### config.mk
export PLATFORM = sky130hd
export DESIGN_NAME = pc_sequencer
export DESIGN_NICKNAME = d
export VERILOG_FILES = /design/src/rtl/pc_sequencer.sv
export SDC_FILE = /design/constraint.sdc
export NUM_CORES = 1
export LEC_CHECK = 0
export BUFFER_PORTS_ARGS = -buffer_cell sky130_fd_sc_hd__buf_2
export CAP_MARGIN = 10
export CORE_MARGIN = 10
export CORE_UTILIZATION = 40
export DETAILED_ROUTE_END_ITERATION = 12
export PLACE_DENSITY = 0.62
export SLEW_MARGIN = 20
export SYNTH_ARGS = -nofsm -noshare
export SYNTH_HDL_FRONTEND = slang
export SYNTH_SLANG_ARGS = --single-unit
### constraint.sdc
create_clock -name clk -period 4.4 [get_ports clk]
set_input_delay 0 -clock clk [delete_from_list [all_inputs] [get_ports clk]]
set_output_delay 0 -clock clk [all_outputs]
set_load 0.05 [all_outputs]
### src/rtl/pc_sequencer.sv
// pc_sequencer
//   Owns the fetch PC and the IF/ID and ID/EX control strobes. Converts
//   load-use stall requests and branch decode/resolve events into PC holds,
//   IF/ID flushes, ID/EX bubbles and branch redirects.
//
// Ports
//   clk             rising-edge clock
//   rst_n           synchronous active-low reset
//   hold_req        load-use hazard for the instruction in ID
//   branch_dec      beq/bne in ID this cycle
//   branch_resolve  branch outcome valid from EX this cycle
//   branch_taken    branch outcome, qualified by branch_resolve
//   branch_offset   sign-extended word offset, qualified by branch_resolve
//   pc              current fetch address (registered)
//   pc_write        PC advances this cycle
//   if_id_write     IF/ID register loads this cycle
//   if_id_flush     IF/ID register loads a NOP this cycle
//   id_ex_bubble    ID/EX control fields zeroed this cycle
//   stall_cycles    saturating count of cycles with pc_write=0 since reset
//   br_timeout_err  sticky flag, set when a branch wait times out
//
// Handshake: there is no valid/ready pair here. Each strobe is a single-cycle
// qualifier that is only meaningful in the cycle it is asserted; the IF and
// ID stages act on it at the next rising edge, with no back-pressure.
module pc_sequencer #(
  parameter logic [31:0] RESET_PC          = 32'h0000_0000,
  parameter int          LOAD_STALL_CYCLES = 1,
  parameter int          BR_TIMEOUT        = 8
) (
  input  logic        clk,
  input  logic        rst_n,
  input  logic        hold_req,
  input  logic        branch_dec,
  input  logic        branch_resolve,
  input  logic        branch_taken,
  input  logic [31:0] branch_offset,
  output logic [31:0] pc,
  output logic        pc_write,
  output logic        if_id_write,
  output logic        if_id_flush,
  output logic        id_ex_bubble,
  output logic [15:0] stall_cycles,
  output logic        br_timeout_err
);

  typedef enum logic [1:0] {
    RUN        = 2'd0,
    LOAD_STALL = 2'd1,
    BR_WAIT    = 2'd2
  } state_t;

  localparam logic [2:0] STALL_LOAD = 3'(LOAD_STALL_CYCLES - 1);
  localparam logic [7:0] TMO_LAST   = 8'(BR_TIMEOUT - 1);

  state_t      state;
  logic [31:0] br_base;
  logic [2:0]  cnt;
  logic [7:0]  tmo;
  logic        br_expire;

  assign br_expire = (tmo == TMO_LAST);

  // Strobes are decoded from the current state and inputs; all are forced
  // low while reset is asserted.
  always_comb begin
    pc_write     = 1'b0;
    if_id_write  = 1'b0;
    if_id_flush  = 1'b0;
    id_ex_bubble = 1'b0;
    if (rst_n) begin
      case (state)
        RUN: begin
          if (hold_req) begin
            id_ex_bubble = 1'b1;
          end else if (branch_dec) begin
            if_id_write = 1'b1;
            if_id_flush = 1'b1;
          end else begin
            pc_write    = 1'b1;
            if_id_write = 1'b1;
          end
        end
        LOAD_STALL: begin
          id_ex_bubble = 1'b1;
        end
        BR_WAIT: begin
          if (branch_resolve && branch_taken) begin
            pc_write    = 1'b1;
            if_id_write = 1'b1;
            if_id_flush = 1'b1;
          end else if (branch_resolve || br_expire) begin
            pc_write    = 1'b1;
            if_id_write = 1'b1;
          end else begin
            if_id_write = 1'b1;
            if_id_flush = 1'b1;
          end
        end
        default: begin
          pc_write = 1'b0;
        end
      endcase
    end
  end

  always_ff @(posedge clk) begin
    if (!rst_n) begin
      state          <= RUN;
      pc             <= RESET_PC;
      br_base        <= RESET_PC;
      cnt            <= 3'd0;
      tmo            <= 8'd0;
      stall_cycles   <= 16'd0;
      br_timeout_err <= 1'b0;
    end else begin
      if (!pc_write && stall_cycles != 16'hFFFF) begin
        stall_cycles <= stall_cycles + 16'd1;
      end
      case (state)
        RUN: begin
          if (hold_req) begin
            // A branch_dec in the same cycle is dropped; the branch stays in
            // ID and re-asserts branch_dec when the stall is over.
            if (LOAD_STALL_CYCLES > 1) begin
              state <= LOAD_STALL;
              cnt   <= STALL_LOAD;
            end
          end else if (branch_dec) begin
            br_base <= pc;
            tmo     <= 8'd0;
            state   <= BR_WAIT;
          end else begin
            pc <= pc + 32'd4;
          end
        end
        LOAD_STALL: begin
          cnt <= cnt - 3'd1;
          if (cnt == 3'd1) begin
            state <= RUN;
          end
        end
        BR_WAIT: begin
          if (branch_resolve && branch_taken) begin
            // Word offset scaled to bytes; the top two offset bits fall off
            // the shift and the sum wraps modulo 2^32.
            pc    <= br_base + (branch_offset << 2);
            state <= RUN;
          end else if (branch_resolve) begin
            pc    <= pc + 32'd4;
            state <= RUN;
          end else if (br_expire) begin
            // Forced not-taken recovery; a resolve in this same cycle would
            // have been taken above and would not flag the error.
            pc             <= pc + 32'd4;
            br_timeout_err <= 1'b1;
            state          <= RUN;
          end else begin
            tmo <= tmo + 8'd1;
          end
        end
        default: begin
          state <= RUN;
        end
      endcase
    end
  end

endmodule

Word-level counts from Yosys, hierarchy flattened
Index checks and enable logic that the tools add are counted.
- $add $sub $neg: 5
- multiply operators: 0
- divide/modulo/power cells: 0
- $lt $le $gt $ge: 0
- eq/ne operators: 13
- shift operators: 0
- multiplexer cells: 37
- bitwise logic cells: 3
- reduce and logical (&&, ||, !) cells: 11
- operator list (operator ; number):
    $mux 32 ; 5
    $pmux 32 s2 ; 1
    $mux 8 ; 5
    $add 32x3->32 const B ; 1
    $add 32x32->32 ; 1
    $add 16x1->16 const B ; 1
    $ne 16x16->1 const B ; 1
    $pmux 8 s2 ; 1
    $mux 1 ; 14
    $ne 2x2->1 const B ; 7
    $mux 2 ; 6
    $reduce_and 4->1 ; 3
    $add 8x1->8 const B ; 1
    $eq 8x3->1 const B ; 1
    $pmux 1 s2 ; 4
    $pmux 2 s3 ; 1
    $reduce_and 6->1 ; 1
    $ne 4x4->1 const B ; 1
    $eq 3x1->1 const B ; 1
    $not 1->1 ; 3
    $reduce_and 3->1 ; 1
    $sub 3x1->3 const B ; 1
    $eq 2x1->1 const B ; 1
    $eq 2x2->1 const B ; 1
    other kinds (5) ; 6
- flip-flop bits (word level): 94
- bits in latches: 0
- memory bits (writable): 0
- memory bits (read-only): 0
- bits of input ports: 38
- word-level logic and storage cells: 76
- memories kept: 0

Depth between registers and ports, before layout
Gate-level depths: netlist of run 1.
- word-level depth: 8
- depth in mapped cells: 10

Worst setup path before layout of run 1
Ideal clock, no wire load.
- kind: register to register
- start point: register br_base[2]
- end point: register pc[28]
- setup time: 133 ps
- data arrival time: 2836 ps
- data required time: 4267 ps
- slack: 1431 ps
- cell stages (with the launch flop): 11
- buffers on the path: 0
- period minus slack after synthesis: 2969 ps
- path through: dfxtp_1 -> ha_1 -> fa_1 -> a211o_1 -> a2111oi_2 -> o21ai_1 -> a221o_1 -> nor2b_1 -> a221oi_1 -> mux2i_1 -> a21oi_1
- word-level cells in the longest chain between the ends: 3
- ends and longest elaborated chain (what ; RTL line ; source):
    start, declared ; 56 ; logic [31:0] br_base;
    start signal, assigned ; 129 ; br_base <= pc;
    $add 32x32->32 ; 146 ; pc <= br_base + (branch_offset << 2);
    $mux 32 ; 143 ; if (branch_resolve && branch_taken) begin
    $pmux 32 s2 ; 119 ; case (state)
    end signal, assigned ; 146 ;
    end signal, assigned ; 149 ; pc <= pc + 32'd4;
    end signal, assigned ; 154 ; pc <= pc + 32'd4;
    end, declared ; 37 ; output logic [31:0] pc,
Every way passes these cells.
A chain may end at the register's enable or synchronous reset.

Final worst setup path of run 1
Same ends and word-level chain as after synthesis.

==> results of run 1 <==
[worst max path at each step]
stage                           from  endpoint  slack, ns  cells past startpoint
after floorplan           br_base[2]    pc[28]       1.43                     10
after global placement    br_base[2]    pc[28]       1.06                     10
after detailed placement  br_base[2]    pc[28]       1.02                     10
after CTS                 br_base[2]    pc[28]        1.0                     10
after global routing      br_base[2]    pc[28]       0.75                     10
final                     br_base[2]    pc[28]       0.95                     10
[tightest hold or removal path: stages]
cell      delay (ns)
buf_2           0.08
xor2_1          0.07
xnor2_1         0.13
a211oi_1        0.07
[layer usage]
| layer | global-route usage | part of all wire | vias up | routed length [um] |
|---|---|---|---|---|
| met2 | 0.2713 | 0.47 | 142 | 7732 |
| met5 | 0 | 0 | - | 0 |
| met4 | 0.07139 | 0.024 | 0 | 396 |
| met3 | 0.03219 | 0.045 | 30 | 735 |
| met1 | 0.2048 | 0.46 | 2640 | 7549 |
| li1 | - | - | 2867 | - |
[kinds of logic after synthesis]
kind of cell	count (synthesis)	synth area share
simple gates	295	0.2481
compound gates	242	0.2565
flops	90	0.3201
buf+inv	51	0.03490
xor+xnor	34	0.05290
fa+ha+maj	33	0.07468
mux	7	0.01289
[power groups by stage]
stage / clock (W) / sequential [W] / combinational (W)
after floorplan: 0 / 0.000886 / 0.000132
after global placement: 0 / 0.000860 / 0.000226
after detailed placement: 0 / 0.000861 / 0.000230
after CTS: 0.000770 / 0.000842 / 0.000232
after global routing: 0.000804 / 0.000844 / 0.000253
final: 0.000751 / 0.000842 / 0.000230
[cell type report]
cell class                      count  area (sq um)
Timing Repair Buffer               96         503.0
Sequential cell                    90          1802
Tap cell                          180         225.2
Inverter                           12         45.04
Clock buffer                        9         225.2
Multi-Input combinational cell    611          3637
Fill cell                        1368          7340
Clock inverter                      6         50.05
[registers in the layout, summed over array words and instances (netlist names)]
signal / cells
stall_cycles: 16
state: 1
br_timeout_err: 1
br_base: 32
tmo: 8
pc: 32
[metrics by stage]
step / area, sq um / setup slack, ns / hold slack [ns]
after global routing: 6487 / 0.7489 / 0.07262
final: 6487 / 0.9457 / 0.04741
after floorplan: 5629 / 1.431 / 0.1785
after detailed placement: 6202 / 1.024 / 0.3281
after CTS: 6487 / 0.9978 / 0.04102
after global placement: 6202 / 1.063 / 0.3083
[Yosys cell counts (3+ instances only)]
cell	n	share of area
nor3_1	15	0.013
a22oi_1	6	0.0080
and2_1	6	0.0067
and4_1	4	0.0062
clkbuf_1	32	0.021
a211oi_1	7	0.0093
a221oi_1	3	0.0047
or3_1	12	0.013
nor2_1	57	0.038
dfxtp_1	90	0.32
o21ai_0	30	0.027
ha_1	32	0.071
and3_1	10	0.011
mux2i_1	5	0.0089
o221ai_1	7	0.011
a21oi_1	108	0.096
o21a_1	4	0.0053
o21ai_1	23	0.020
xnor2_1	20	0.031
o211ai_1	3	0.0040
a31oi_1	7	0.0078
o21bai_1	5	0.0067
nand2_1	124	0.083
a21o_1	16	0.021
buf_1	3	0.0020
nor4_1	3	0.0033
nand4_1	16	0.018
inv_1	10	0.0067
xor2_1	14	0.022
o22ai_1	6	0.0067
buf_2	4	0.0036
nand3_1	29	0.026
==> results.toml, run 1 <==
[worst_setup_path]
r2r_start = "br_base[2]"
required_ns = 4.63
reg2reg_slack_ns = 0.95
crit_family = "compound AO/OA/AOI/OAI gates"
worstPathArrival_ns = 3.69
crit_chain = "ha_1, fa_1, a211o_1, a2111oi_2, o21ai_1, a221o_1, nor2b_1, a221oi_1, mux2i_1, a21oi_1"
cp_slowest_stage_delay_ns = 0.49
cp_slowest_cell = "a2111oi_2"
critPathCaptureType = "flop"
r2r-end = "pc[28]"
path_buf_inv = 0
reg2reg_depth = 10
start_kind = "flop"
crit_fanout = 4
critPathKind = "flop to flop"

[yosys]
ys_seq_area_frac = 0.3201
synth-edff-count = 0
syn_inst = 752
synth_nets = 823
synth-main-ff-cell = "dfxtp_1"
yosysUniqueCellTypes = 66
syn_avg_cell_area_sq_um = 7.486
ys_ff_latch = 90
yosysWarnings = 0
async_flop_share = 0
synth_area_sq_mm = 0.005629

[drt]
routed_wl_um = 16410
wire_per_inst_um = 16.35
vias = 5679
drt_iter0_drc = 368
first_pass_iters = 5
avgViaCountPerCell = 5.656
ant_nets = 0
drc = 0

[sta]
fmaxAchievable_ghz = 0.2895
finalHoldViolations = 0
period_share = 0.7851
rsz0062_at_grt = "no"
slew_headroom = 0.5194
slew_violations = 0
skew_ns = 0.008386
worstMarginPinSlew_ns = 0.7183
min_period_ns = 3.454
timing.setup.tns_ns = 0
setup_viol = 0

[finish]
final_core_util = 0.4692
layout_common_cells = "nand2_1, a21oi_1, dfxtp_1"
drive_gt1_frac = 0.1517
final_common_cell = "nand2_1"
diodes = 0
areaGrowthSynthToFinish_pct = 15.25
stdcell_count = 1004
finalNetCount = 891

[pwr]
switching_share = 0.2963
p_sw_w = 0.0005402
leakagePower_nw = 2.582
p_int_w = 0.001283
clkPwrFrac = 0.412
p_per_area_mw_per_mm2 = 281.0
seq_power_share = 0.462
combPwrFrac = 0.126
vdd_ir_drop_max_mv = 0.1781
p_total_w = 0.001823

[clocking]
post-cts-setup-buffers = 0
cts_hold_buf = 1
insertion_delay_ns = 0.36
cts_sinks = 90
tritoncts = "built"
htreeDepth = 3
clk_path_buf_depth = 2
ctsResizeCount = 0
cts-root-buf = "clkbuf_16"
path_clk_slew_ns = 0.07
cts_buffers = 9

[flow_run]
cap_violations = 0

[global_routing]
overflow = 0
track_usage = 0.1650
grt_pass1_wl_um = 26810
antenna_found_initial = 0
grt_start_max_net_pins = 45
grt_pass1_vias = 5407

[placement]
dp_cells = 988
dpl.hpwl_um = 11850
gp_congestion = 0.8627
io_buffers = 88

[floorplanning]
io_pins = 91
die_w_um = 138.6
fp.dieArea_sq_mm = 0.01922
rows = 43
coreArea_sq_mm = 0.01383
die_h_um = 138.6
start_util = 0.4071

[worst_hold_path]
timing.hold.worst_path_depth = 4
worst_hold_path_type = "input pin to flop"
worst_hold_path.endpoint = "pc[31]"
hp-start = "branch_offset[29]"

[outcome]
status = "finished, final reports clean"
Note: power is estimated with default switching activity, not from simulation.
==> run 2, diff against run 1 <==
==> constraint.sdc (replaced) <==
create_clock -name clk -period 3.5 [get_ports clk]
set_input_delay 0 -clock clk [delete_from_list [all_inputs] [get_ports clk]]
set_output_delay 0 -clock clk [all_outputs]
set_load 0.05 [all_outputs]
==> run 2 against run 1 <==
  * Die area unchanged
  * Fmax increased by 4.5%
  * Non-clock buffer count increased by 2
  * Via count increased by 0.76%
  * Clock skew decreased by 0.0046 ns
  * Cell count increased by 0.30%
  * Flip-flop and latch count unchanged
  * Setup slack got worse by 0.75 ns
  * Critical path type unchanged
  * Largest cell class unchanged
==> results.toml, run 2 (synthesis gave the netlist of run 1 again) <==
[sta]
slew_violations = 0
setup_slack_ns = 0.1940
hold_slack_ns = 0.05309
worstMarginPinSlew_ns = 1.050
setup_viol = 0
slew_headroom = 0.2998
skew_ns = 0.003815
min_period_ns = 3.306
finalHoldViolations = 0
timing.setup.tns_ns = 0
period_share = 0.9446
fmaxAchievable_ghz = 0.3025
rsz0062_at_grt = "no"

[drt]
drt_iter0_drc = 436
wire_per_inst_um = 16.46
vias = 5722
ant_nets = 0
drc = 0
avgViaCountPerCell = 5.682
routed_wl_um = 16570
first_pass_iters = 7

[placement]
gp_congestion = 0.8404
io_buffers = 88
dpl.hpwl_um = 12200
place_ws_ns = 0.1665
dp_cells = 990

[worst_setup_path]
worstPathArrival_ns = 3.53
startpoint = "br_base[2]"
reg2reg_depth = 10
start_kind = "flop"
critPathCaptureType = "flop"
required_ns = 3.72
reg2reg_slack_ns = 0.19
r2r-end = "pc[28]"
crit_path_end = "pc[28]"
r2r_start = "br_base[2]"
critPathKind = "flop to flop"
crit_fanout = 4

[clocking]
insertion_delay_ns = 0.35
cts-root-buf = "clkbuf_16"
cts_sinks = 90
tritoncts = "built"
htreeDepth = 3
cts_buffers = 9
clk_path_buf_depth = 2
path_clk_slew_ns = 0.07

[finish]
areaGrowthSynthToFinish_pct = 15.67
layout_common_cells = "nand2_1, a21oi_1, dfxtp_1"
n_fill_cell = 1384
drive_gt1_frac = 0.1548
reg_top3 = "br_base: 32 flops, pc: 32 flops, stall_cycles: 16 flops"
final_common_cell = "nand2_1"
diodes = 0
finalNetCount = 893
stdcell_count = 1007

[floorplanning]
start_util = 0.4071
io_pins = 91
die_h_um = 138.6
rows = 43
die_w_um = 138.6
fp.dieArea_sq_mm = 0.01922
coreArea_sq_mm = 0.01383

[pwr]
vdd_ir_drop_max_mv = 0.2306
leakagePower_nw = 2.599
p_per_area_mw_per_mm2 = 352.9
clkPwrFrac = 0.412
seq_power_share = 0.461
combPwrFrac = 0.127
p_int_w = 0.001619
switching_share = 0.2954
p_sw_w = 0.0006786

[global_routing]
grt_pass1_wl_um = 27110
overflow = 0
antenna_found_initial = 0
grt_start_max_net_pins = 50
grt_pass1_vias = 5517
track_usage = 0.1641

[outcome]
status = "finished, final reports clean"

[flow_run]
cap_violations = 0

[worst_hold_path]
worst_hold_path_type = "input pin to flop"
run 2: power by group through the flow:
stage,Clock (W),Sequential (W),Combinational [W]
after CTS,0.000969,0.00106,0.000294
final,0.000947,0.00106,0.000291
after global placement,0,0.00108,0.000288
after floorplan,0,0.00111,0.000166
after global routing,0.00100,0.00106,0.000319
after detailed placement,0,0.00108,0.000291
run 2: cell type report:
class / count / area [sq um] / area share
well taps: 180 / 225.2 / 0.03459
clock buffers: 10 / 229.0 / 0.03517
inverters: 12 / 45.04 / 0.006918
flip-flops and latches: 90 / 1802 / 0.2767
clock inverters: 6 / 51.30 / 0.007879
repair buffers: 98 / 518.0 / 0.07955
multi-input cells: 611 / 3641 / 0.5592
run 2: how the worst min path moves through the flow:
stage	from	end	slack, ns	cells past startpoint
final	branch_offset[0]	pc[2]	0.05	4
after global routing	branch_offset[29]	pc[31]	0.09	4
after CTS	branch_offset[0]	pc[2]	0.04	4
after global placement	branch_resolve	tmo[0]	0.32	3
after detailed placement	branch_resolve	tmo[0]	0.33	3
after floorplan	branch_resolve	tmo[0]	0.18	2
run 2: stage by stage:
stage | power [W] | utilization | area (sq um)
after global routing | 0.002382 | 0.4709 | 6511
after detailed placement | 0.001374 | 0.4496 | 6217
after floorplan | 0.001279 | - | 5629
after CTS | 0.002321 | 0.4706 | 6507
after global placement | 0.001369 | 0.4496 | 6217
final | 0.002298 | 0.4709 | 6511
run 2: timing repair:
item / in CTS / in global routing
gates resized for setup: 0 / 1
setup buffers: 0 / 0
hold buffers: 1 / 0
endpoints found under the hold margin: 1 / 0
endpoints found under the setup margin: 0 / 1
run 2: metal layers:
layer | track usage | vias to the layer above | wire [um]
li1 | - | 2866 | -
met1 | 0.2102 | 2688 | 7856
met2 | 0.2688 | 144 | 7686
met3 | 0.02603 | 24 | 675
met4 | 0.06480 | 0 | 354
met5 | 0 | - | 0
run 2: worst max-delay path: stages, from the launching register on:
cell,delay (ns)
dfxtp_1,0.32
ha_1,0.22
fa_1,0.44
a211o_1,0.36
a2111oi_2,0.48
o21ai_2,0.19
a221o_1,0.40
nor2b_1,0.15
a221oi_1,0.30
mux2i_1,0.24
a21oi_1,0.08
==> run 3, diff against run 2 <==
--- a/config.mk
+++ b/config.mk
@@ -7,10 +7,12 @@
 export LEC_CHECK = 0
 export BUFFER_PORTS_ARGS = -buffer_cell sky130_fd_sc_hd__buf_2
 export CAP_MARGIN = 10
+export CELL_PAD_IN_SITES_DETAIL_PLACEMENT = 1
+export CELL_PAD_IN_SITES_GLOBAL_PLACEMENT = 2
 export CORE_MARGIN = 10
-export CORE_UTILIZATION = 40
+export CORE_UTILIZATION = 33
 export DETAILED_ROUTE_END_ITERATION = 12
-export PLACE_DENSITY = 0.62
+export PLACE_DENSITY = 0.83
 export SLEW_MARGIN = 20
 export SYNTH_ARGS = -nofsm -noshare
 export SYNTH_HDL_FRONTEND = slang
==> run 3 against run 2 <==
  * Sequential share of layout area shrank 0.33 points
  * Final area rose by 1.2%
  * Critical endpoint unchanged
  * Critical path depth unchanged
==> results.toml, run 3 (synthesis gave the netlist of run 1 again) <==
[sta]
setup_slack_ns = 0.1767
fmaxAchievable_ghz = 0.3009
period_share = 0.9495
hold_slack_ns = 0.08032
min_period_ns = 3.323
worstMarginPinSlew_ns = 0.8415
skew_ns = 0.009769
timing.setup.tns_ns = 0
rsz0062_at_grt = "no"
finalHoldViolations = 0
setup_viol = 0
slew_violations = 0
slew_headroom = 0.4390

[floorplanning]
die_h_um = 150.6
die_w_um = 150.6
coreArea_sq_mm = 0.01664
start_util = 0.3382
rows = 47
io_pins = 91
fp.dieArea_sq_mm = 0.02268

[pwr]
p_int_w = 0.001659
p_sw_w = 0.0006908
p_total_w = 0.002350
vdd_ir_drop_max_mv = 0.2243
switching_share = 0.2939
p_per_area_mw_per_mm2 = 356.7
seq_power_share = 0.451
combPwrFrac = 0.127
leakagePower_nw = 2.615
clkPwrFrac = 0.422

[global_routing]
antenna_found_initial = 0
track_usage = 0.1661
grt_pass1_vias = 5954
overflow = 0
grt_start_max_net_pins = 44
grt_pass1_wl_um = 30900

[clocking]
cts_buffers = 9
insertion_delay_ns = 0.36
cts_sinks = 90
cts-root-buf = "clkbuf_16"
htreeDepth = 3
path_clk_slew_ns = 0.07
post-cts-setup-buffers = 0
clk_path_buf_depth = 2
tritoncts = "built"

[worst_setup_path]
start_kind = "flop"
crit_fanout = 3
critPathCaptureType = "flop"
cp_slowest_stage_delay_ns = 0.46
crit_family = "compound AO/OA/AOI/OAI gates"
reg2reg_depth = 10
crit_chain = "ha_1, fa_1, a211o_1, a2111oi_2, o21ai_1, a221o_1, nor2b_1, a221oi_1, mux2i_1, a21oi_1"
r2r_start = "br_base[2]"
path_buf_inv = 0
required_ns = 3.72
critPathKind = "flop to flop"
worstPathArrival_ns = 3.54
cp_slowest_cell = "a2111oi_2"
r2r-end = "pc[28]"
reg2reg_slack_ns = 0.18

[drt]
wire_per_inst_um = 18.19
routed_wl_um = 19060
ant_nets = 0
drt_iter0_drc = 257
avgViaCountPerCell = 5.506
vias = 5770
drc = 0
first_pass_iters = 4

[placement]
dpl.hpwl_um = 13970
place_ws_ns = 0.2275
io_buffers = 88
gp_congestion = 0.8334

[worst_hold_path]
timing.hold.worst_path_depth = 4
hp-start = "branch_offset[29]"
worst_hold_path_type = "input pin to flop"
worst_hold_path.endpoint = "pc[31]"

[finish]
drive_gt1_frac = 0.1570
finalNetCount = 894
multiInputGateArea_sq_mm = 0.003643
layout_common_cells = "nand2_1, a21oi_1, dfxtp_1"
diodes = 0
n_fill_cell = 2053
final_common_cell = "nand2_1"
reg_top3 = "br_base: 32 flops, pc: 32 flops, stall_cycles: 16 flops"
regArea_sq_mm = 0.001802
areaGrowthSynthToFinish_pct = 17.05

[flow_run]
cap_violations = 0

[outcome]
status = "finished, final reports clean"
## run 3: cell types whose count changed in the layout (fill, tap and decap cells not counted)
cell | before | now
clkbuf_8 | 0 | 2
inv_6 | 2 | 1
o21ai_2 | 1 | 0
clkbuf_1 | 1 | 0
inv_8 | 0 | 1
o21ai_1 | 22 | 23
a221oi_1 | 3 | 2
buf_4 | 9 | 10
clkinv_4 | 3 | 2
a221oi_2 | 0 | 1
## run 3: metrics by stage
stage          cell area [sq um]  instances  utilization
2_1_floorplan               5629        752            -
3_3_place_gp                6275       1031       0.3770
3_5_place_dp                6275       1031       0.3770
4_1_cts                     6583       1048       0.3955
5_1_grt                     6589       1048       0.3959
6_report                    6589       1048       0.3959
## run 3: cell type report
type | instances | share of cell area
Timing Repair Buffer | 99 | 0.07976
Clock buffer | 11 | 0.03836
Sequential cell | 90 | 0.2735
Multi-Input combinational cell | 611 | 0.5530
Tap cell | 220 | 0.04178
Clock inverter | 5 | 0.006836
Inverter | 12 | 0.006836
## run 3: worst max path at each step
stage                          start     end  slack, ns  cells after the start
after floorplan           br_base[2]  pc[28]       0.53                     10
after global placement    br_base[2]  pc[28]       0.24                     10
after detailed placement  br_base[2]  pc[28]       0.23                     10
after CTS                 br_base[2]  pc[30]       0.15                     11
after global routing      br_base[2]  pc[28]       0.03                     10
final                     br_base[2]  pc[28]       0.18                     10
## run 3: power groups by stage
stage	registers (W)	logic, W	clock network, W
floorplan	0.00111	0.000166	0
global placement	0.00108	0.000291	0
detailed placement	0.00108	0.000298	0
CTS	0.00106	0.000300	0.00102
global route	0.00106	0.000328	0.00106
finish	0.00106	0.000298	0.000992
## run 3: repair_timing
action / in CTS / in global routing
endpoints found under the setup margin: 0 / 1
gates resized for setup: 0 / 1
hold endpoints to repair: 1 / 0
hold buffers: 1 / 0
## run 3: tightest hold or removal path: stages
cell	delay, ns
buf_2	0.09
xor2_1	0.07
xnor2_1	0.16
a211oi_1	0.07
## run 3: per-layer routing
layer	routed length, um	track usage
met1	8853	0.2145
met2	9228	0.2771
met3	753	0.02641
met4	225	0.05149
met5	0	0
